File: src/rtl/adder_result_buffer_if.sv
// Handshake bundle between the prefix adder, its result buffer and the consumer.
interface adder_result_buffer_if #(
    parameter int unsigned DATA_WIDTH = 32,
    parameter int unsigned DEPTH      = 4
);
    localparam int unsigned CNT_W = $clog2(DEPTH) + 1;

    logic                  in_valid;
    logic                  in_ready;
    logic [DATA_WIDTH-1:0] in_a;
    logic [DATA_WIDTH-1:0] in_b;
    logic                  in_cin;
    logic [DATA_WIDTH:0]   in_sum_ext;
    logic                  out_valid;
    logic                  out_ready;
    logic [DATA_WIDTH-1:0] out_sum;
    logic                  out_carry;
    logic                  out_overflow;
    logic                  out_zero;
    logic                  out_negative;
    logic [CNT_W-1:0]      count;

    // Buffer side
    modport slave (
        input  in_valid, in_a, in_b, in_cin, in_sum_ext, out_ready,
        output in_ready, out_valid, out_sum, out_carry, out_overflow,
               out_zero, out_negative, count
    );

    // Producer/consumer side
    modport master (
        output in_valid, in_a, in_b, in_cin, in_sum_ext, out_ready,
        input  in_ready, out_valid, out_sum, out_carry, out_overflow,
               out_zero, out_negative, count
    );
endinterface

File: src/rtl/adder_result_buffer.sv
// Registered result FIFO behind the parallel-prefix adder; flags computed at push.
module adder_result_buffer #(
    parameter int unsigned DATA_WIDTH = 32,
    parameter int unsigned DEPTH      = 4
) (
    input  logic                  clk,
    input  logic                  rst_n,
    adder_result_buffer_if.slave  bus
);
    localparam int unsigned PTR_W = $clog2(DEPTH);
    localparam int unsigned CNT_W = PTR_W + 1;
    localparam int unsigned MSB   = DATA_WIDTH - 1;

    typedef struct packed {
        logic                  carry;
        logic                  overflow;
        logic                  zero;
        logic                  negative;
        logic [DATA_WIDTH-1:0] sum;
    } entry_t;

    entry_t           mem [DEPTH];
    logic [PTR_W-1:0] wr_ptr;
    logic [PTR_W-1:0] rd_ptr;
    logic [CNT_W-1:0] count;
    logic             full_c;
    logic             empty_c;
    logic             push_c;
    logic             pop_c;
    entry_t           new_entry_c;
    entry_t           head_c;

    // Occupancy-only handshake status; no path from out_ready to in_ready
    assign full_c  = (count == CNT_W'(DEPTH));
    assign empty_c = (count == '0);
    assign push_c  = bus.in_valid && !full_c;
    assign pop_c   = bus.out_ready && !empty_c;

    // Derive status flags from the incoming adder transaction
    always_comb begin
        new_entry_c          = '0;
        new_entry_c.sum      = bus.in_sum_ext[MSB:0];
        new_entry_c.carry    = bus.in_sum_ext[DATA_WIDTH];
        new_entry_c.overflow = (bus.in_a[MSB] == bus.in_b[MSB]) &&
                               (bus.in_sum_ext[MSB] != bus.in_a[MSB]);
        new_entry_c.zero     = ~|bus.in_sum_ext[MSB:0];
        new_entry_c.negative = bus.in_sum_ext[MSB];
    end

    // Storage; reset clears every slot so the outputs read zero
    always_ff @(posedge clk or negedge rst_n) begin
        if (!rst_n) begin
            for (int i = 0; i < int'(DEPTH); i++) begin
                mem[i] <= '0;
            end
        end else if (push_c) begin
            mem[wr_ptr] <= new_entry_c;
        end
    end

    // Pointers wrap naturally since DEPTH is a power of two
    always_ff @(posedge clk or negedge rst_n) begin
        if (!rst_n) begin
            wr_ptr <= '0;
            rd_ptr <= '0;
        end else begin
            if (push_c) wr_ptr <= wr_ptr + PTR_W'(1);
            if (pop_c)  rd_ptr <= rd_ptr + PTR_W'(1);
        end
    end

    // Occupancy counter; held on simultaneous push and pop
    always_ff @(posedge clk or negedge rst_n) begin
        if (!rst_n) begin
            count <= '0;
        end else begin
            case ({push_c, pop_c})
                2'b10:   count <= count + CNT_W'(1);
                2'b01:   count <= count - CNT_W'(1);
                default: count <= count;
            endcase
        end
    end

    assign head_c = mem[rd_ptr];

    assign bus.in_ready     = !full_c;
    assign bus.out_valid    = !empty_c;
    assign bus.out_sum      = head_c.sum;
    assign bus.out_carry    = head_c.carry;
    assign bus.out_overflow = head_c.overflow;
    assign bus.out_zero     = head_c.zero;
    assign bus.out_negative = head_c.negative;
    assign bus.count        = count;
endmodule
File: src/flat_wrapper.sv
// flat-port wrapper written by rule: the top's interface ports become plain ports
module adder_result_buffer_flat 
#(
    parameter int unsigned DATA_WIDTH = 32,
    parameter int unsigned DEPTH      = 4
)
  (clk, rst_n, bus_in_valid, bus_in_a, bus_in_b, bus_in_cin, bus_in_sum_ext, bus_out_ready, bus_in_ready, bus_out_valid, bus_out_sum, bus_out_carry, bus_out_overflow, bus_out_zero, bus_out_negative, bus_count);
  adder_result_buffer_if #(.DATA_WIDTH(DATA_WIDTH), .DEPTH(DEPTH)) bus_i ();
  input  logic clk;
  input  logic rst_n;
  input wire logic [$bits(bus_i.in_valid)-1:0] bus_in_valid;
  input wire logic [$bits(bus_i.in_a)-1:0] bus_in_a;
  input wire logic [$bits(bus_i.in_b)-1:0] bus_in_b;
  input wire logic [$bits(bus_i.in_cin)-1:0] bus_in_cin;
  input wire logic [$bits(bus_i.in_sum_ext)-1:0] bus_in_sum_ext;
  input wire logic [$bits(bus_i.out_ready)-1:0] bus_out_ready;
  output wire logic [$bits(bus_i.in_ready)-1:0] bus_in_ready;
  output wire logic [$bits(bus_i.out_valid)-1:0] bus_out_valid;
  output wire logic [$bits(bus_i.out_sum)-1:0] bus_out_sum;
  output wire logic [$bits(bus_i.out_carry)-1:0] bus_out_carry;
  output wire logic [$bits(bus_i.out_overflow)-1:0] bus_out_overflow;
  output wire logic [$bits(bus_i.out_zero)-1:0] bus_out_zero;
  output wire logic [$bits(bus_i.out_negative)-1:0] bus_out_negative;
  output wire logic [$bits(bus_i.count)-1:0] bus_count;
  assign bus_i.in_valid = bus_in_valid;
  assign bus_i.in_a = bus_in_a;
  assign bus_i.in_b = bus_in_b;
  assign bus_i.in_cin = bus_in_cin;
  assign bus_i.in_sum_ext = bus_in_sum_ext;
  assign bus_i.out_ready = bus_out_ready;
  assign bus_in_ready = bus_i.in_ready;
  assign bus_out_valid = bus_i.out_valid;
  assign bus_out_sum = bus_i.out_sum;
  assign bus_out_carry = bus_i.out_carry;
  assign bus_out_overflow = bus_i.out_overflow;
  assign bus_out_zero = bus_i.out_zero;
  assign bus_out_negative = bus_i.out_negative;
  assign bus_count = bus_i.count;
  adder_result_buffer #(.DATA_WIDTH(DATA_WIDTH), .DEPTH(DEPTH)) u_core (.clk(clk), .rst_n(rst_n), .bus(bus_i));
endmodule
File: config.mk
export PLATFORM = sky130hd
export DESIGN_NAME = adder_result_buffer_flat
export DESIGN_NICKNAME = d
export VERILOG_FILES = /design/src/rtl/adder_result_buffer_if.sv /design/src/rtl/adder_result_buffer.sv /design/src/flat_wrapper.sv
export SDC_FILE = /design/constraint.sdc
export NUM_CORES = 1
export LEC_CHECK = 0
export BUFFER_PORTS_ARGS = -buffer_cell sky130_fd_sc_hd__buf_2
export CORE_UTILIZATION = 55
export DETAILED_ROUTE_END_ITERATION = 6
export PLACE_DENSITY = 0.92
export SETUP_SLACK_MARGIN = 0.4
export SYNTH_ARGS = -nofsm -noshare
export SYNTH_HDL_FRONTEND = slang
export SYNTH_SLANG_ARGS = --single-unit
export TNS_END_PERCENT = 100
File: constraint.sdc
create_clock -name clk -period 3.1 [get_ports clk]
set_clock_uncertainty 0.15 [all_clocks]
set_input_delay 0 -clock clk [delete_from_list [all_inputs] [get_ports clk]]
set_output_delay 0 -clock clk [all_outputs]
set_load 0.01 [all_outputs]
==> run metrics <==
status finished, final reports clean; Setup WS pre-CTS about 0.66 ns; Cells after Synth roughly 400; final setup vio count 0; WL met1 6480 µm; syn nets ~500; Num CTS Buffers 17; slowest stage cell, crit path dfrtp_1; core area 12700 µm²; Initial Utilization 56.7%; final period utilization roughly four fifths; area leader, netlist dfrtp_1; Remaining Overflow, GRT 0; Std-Cell Rows 41; slew margin rel. 32.7%; setup ws final 0.676 ns; CP startpoint u_core.bus.count[0]; crit path capture type flip-flop; vias post-DR between 3000 and 4000; Most used DFF post-synth dfrtp_1; fin cells approximately 700; total track usage approximately a quarter; minimum clock period 2.42 ns; Fin. Hold Viols 0; Syn-to-layout area delta 19.8%; Peak VDD IR roughly 0.74 mV; chip width about 120 µm; placed cells between 600 and 700; clock slew at reported path FFs roughly 0.060 ns; worst hold path class in2async; Post-synth EDFFs 0; Yosys top cell area share about half; Net Sw Frac 30.2%; Final Hold Slack ~0.028 ns; hpwl dp 9030 µm; Logic pwr share a little over 40%; drt pass-1 iters 4; die area roughly 14000 µm²; clock power share around 22%; Detailed Route WL 14800 µm; CP max stage delay about 0.47 ns; CTS tree built; Max Fclk 413 MHz; I/O pin count 143; most common cell in the synthesized netlist dfrtp_1; met3 wire length 703 µm; clk buf depth 2; Syn. warnings 0; antenna-violating nets left 0; crit path cell chain nor3b_4 > inv_4 > nand2_1 > ha_1 > inv_1 > fa_1 > xor2_1 > nor2_1 > xor2_1; largest net degree at the start of global routing 79; ranking of synthesized cells by area dfrtp_1, mux2_4, mux4_2, buf_12, mux2_2; P_leak ~4.1 nW; vias in the first global route between 4000 and 5000; Design Power just over 10 mW; critical path arrival approximately 2.6 ns; crit-path max FO 6; final number of max-transition violations 0; Int Pwr between 7 and 8 mW; layout cell share with drive strength beyond 1 about 56%; share of flip-flops with an asynchronous set or reset 100%; diode count 0; initial antenna violation count 0; Nets between 600 and 700; DRT iter0 DRCs 220; RSZ-0062 raised after global routing no; Worst R2R Setup Slack between 0.6 and 0.7 ns; Critical Path RT approximately 3.3 ns; Post-synth top cells dfrtp_1, mux2_4, mux4_2; first-pass GRT wire length between 20000 and 25000 µm; root buf cell clkbuf_16; Total Neg Setup Slack 0 ns; Synth Cell Area 7180 µm²; P_sw between 3 and 4 mW; Worst-Skew Late Latency between 0.4 and 0.5 ns; Syn Area/Cell 18.1 µm²; FILL cells between 800 and 900; Seq/Total Area, Yosys ~51%; Flop pwr share 36.2%; Yosys cell types 27; Die Y-Extent 116 µm; RD Place Congestion between 0.7 and 0.8; via/cell ratio roughly 5.6; Worst-Margin Slew 1.01 ns; Setup crit start kind flip-flop; CTS Sinks 147; #FFs+latches synth between 100 and 150; met2 wire len 7400 µm; Max Cap Viol 0; register area between 3000 and 4000 µm²; FF-to-FF Start u_core.bus.count[0]; wire length per cell about 21 µm; DRC Markers 0; footprint of the multi-input gates 3170 µm²; PortBufs 79; cell mode on critical path xor2_1; critical path type reg2reg; H-tree levels 4; Highest Signal Layer met4; post_cts resized 0; Power Dens Cells approximately 1200 nW/µm²
layout make-up:
type,count,area share [%]
clock inverter,8,1.99
multi-input combinational,216,36.8
inverter,11,0.509
timing repair buffer,121,9.70
tap,172,2.50
sequential,147,42.8
clock buffer,24,5.72
power by group through the flow:
stage          logic (mW)  clock network, mW  registers [mW]
6_report             4.19               2.27            3.66
5_1_grt              4.49               2.39            3.78
4_1_cts              4.24               2.31            3.65
3_5_place_dp         4.14                  0            3.65
3_3_place_gp         4.04                  0            3.54
2_1_floorplan        3.50                  0            3.26
logic make-up after synthesis:
kind of cell | count (synthesis) | share of synthesized area (%)
compound gates | 10 | 1.05
flops | 147 | 51.2
buf+inv | 33 | 4.67
xor+xnor | 6 | 0.732
simple gates | 21 | 2.49
mux | 173 | 38.7
fa+ha+maj | 6 | 1.15
through the flow:
step | utilization, % | area (µm²)
6_report | 67.9 | 8600
3_3_place_gp | 59.7 | 7570
3_5_place_dp | 59.7 | 7570
5_1_grt | 67.9 | 8600
4_1_cts | 67.9 | 8600
2_1_floorplan | - | 7180
sequential cells by signal, indices dropped and copies added (netlist names):
| name | cells |
|---|---|
| u_core.mem | 140 |
| u_core.bus.count | 3 |
| u_core.rd_ptr | 2 |
| u_core.wr_ptr | 2 |
what timing repair did:
action | 4_1_cts | 5_1_grt
hold endpoints to repair | 221 | 0
setup buffers | 0 | 0
hold buffers | 37 | 0
metal layers:
| metal | global-route usage, % | up-vias |
|---|---|---|
| met3 | 7.21 | 23 |
| met2 | 39.4 | 95 |
| met4 | 8.72 | 0 |
| li1 | - | 1708 |
| met5 | 0 | - |
| met1 | 32.1 | 2102 |
final timing paths:
| kind | to | cells after the start |
|---|---|---|
| max in group asynchronous | u_core.mem[135] | 3 |
| setup / recovery | u_core.bus.count[2] | 9 |
| hold / removal | u_core.mem[81] | 2 |
| min in group clk | u_core.mem[142] | 4 |
| setup reg to reg | u_core.bus.count[2] | 9 |
| hold reg to reg | u_core.mem[4] | 1 |
worst max-delay path: cells and delay by family (launching register included):
kind	cells	cell delay, ns
xor+xnor	2	0.31
fa+ha+maj	2	0.58
buf+inv	2	0.19
flops	1	0.47
simple gates	3	0.65
cell usage in the layout, fill, tap and decap left out, drive strengths merged:
master | Yosys | routed
o31a | 1 | 1
fa | 1 | 1
nand4 | 2 | 2
mux4 | 35 | 35
nor3b | 1 | 1
clkinvlp | 0 | 1
nand2 | 3 | 3
mux2i | 1 | 1
mux2 | 137 | 137
dfrtp | 147 | 147
nor2 | 1 | 1
xnor2 | 3 | 3
o22ai | 1 | 1
or3 | 1 | 1
ha | 5 | 5
buf | 20 | 84
inv | 11 | 11
bufinv | 0 | 5
xor2 | 3 | 3
nor4 | 8 | 8
dlygate4sd3 | 0 | 37
nand2b | 1 | 1
clkinv | 0 | 2
clkbuf | 2 | 24
o31ai | 8 | 8
nand3 | 4 | 4
Note: power is estimated with default switching activity, not from simulation.
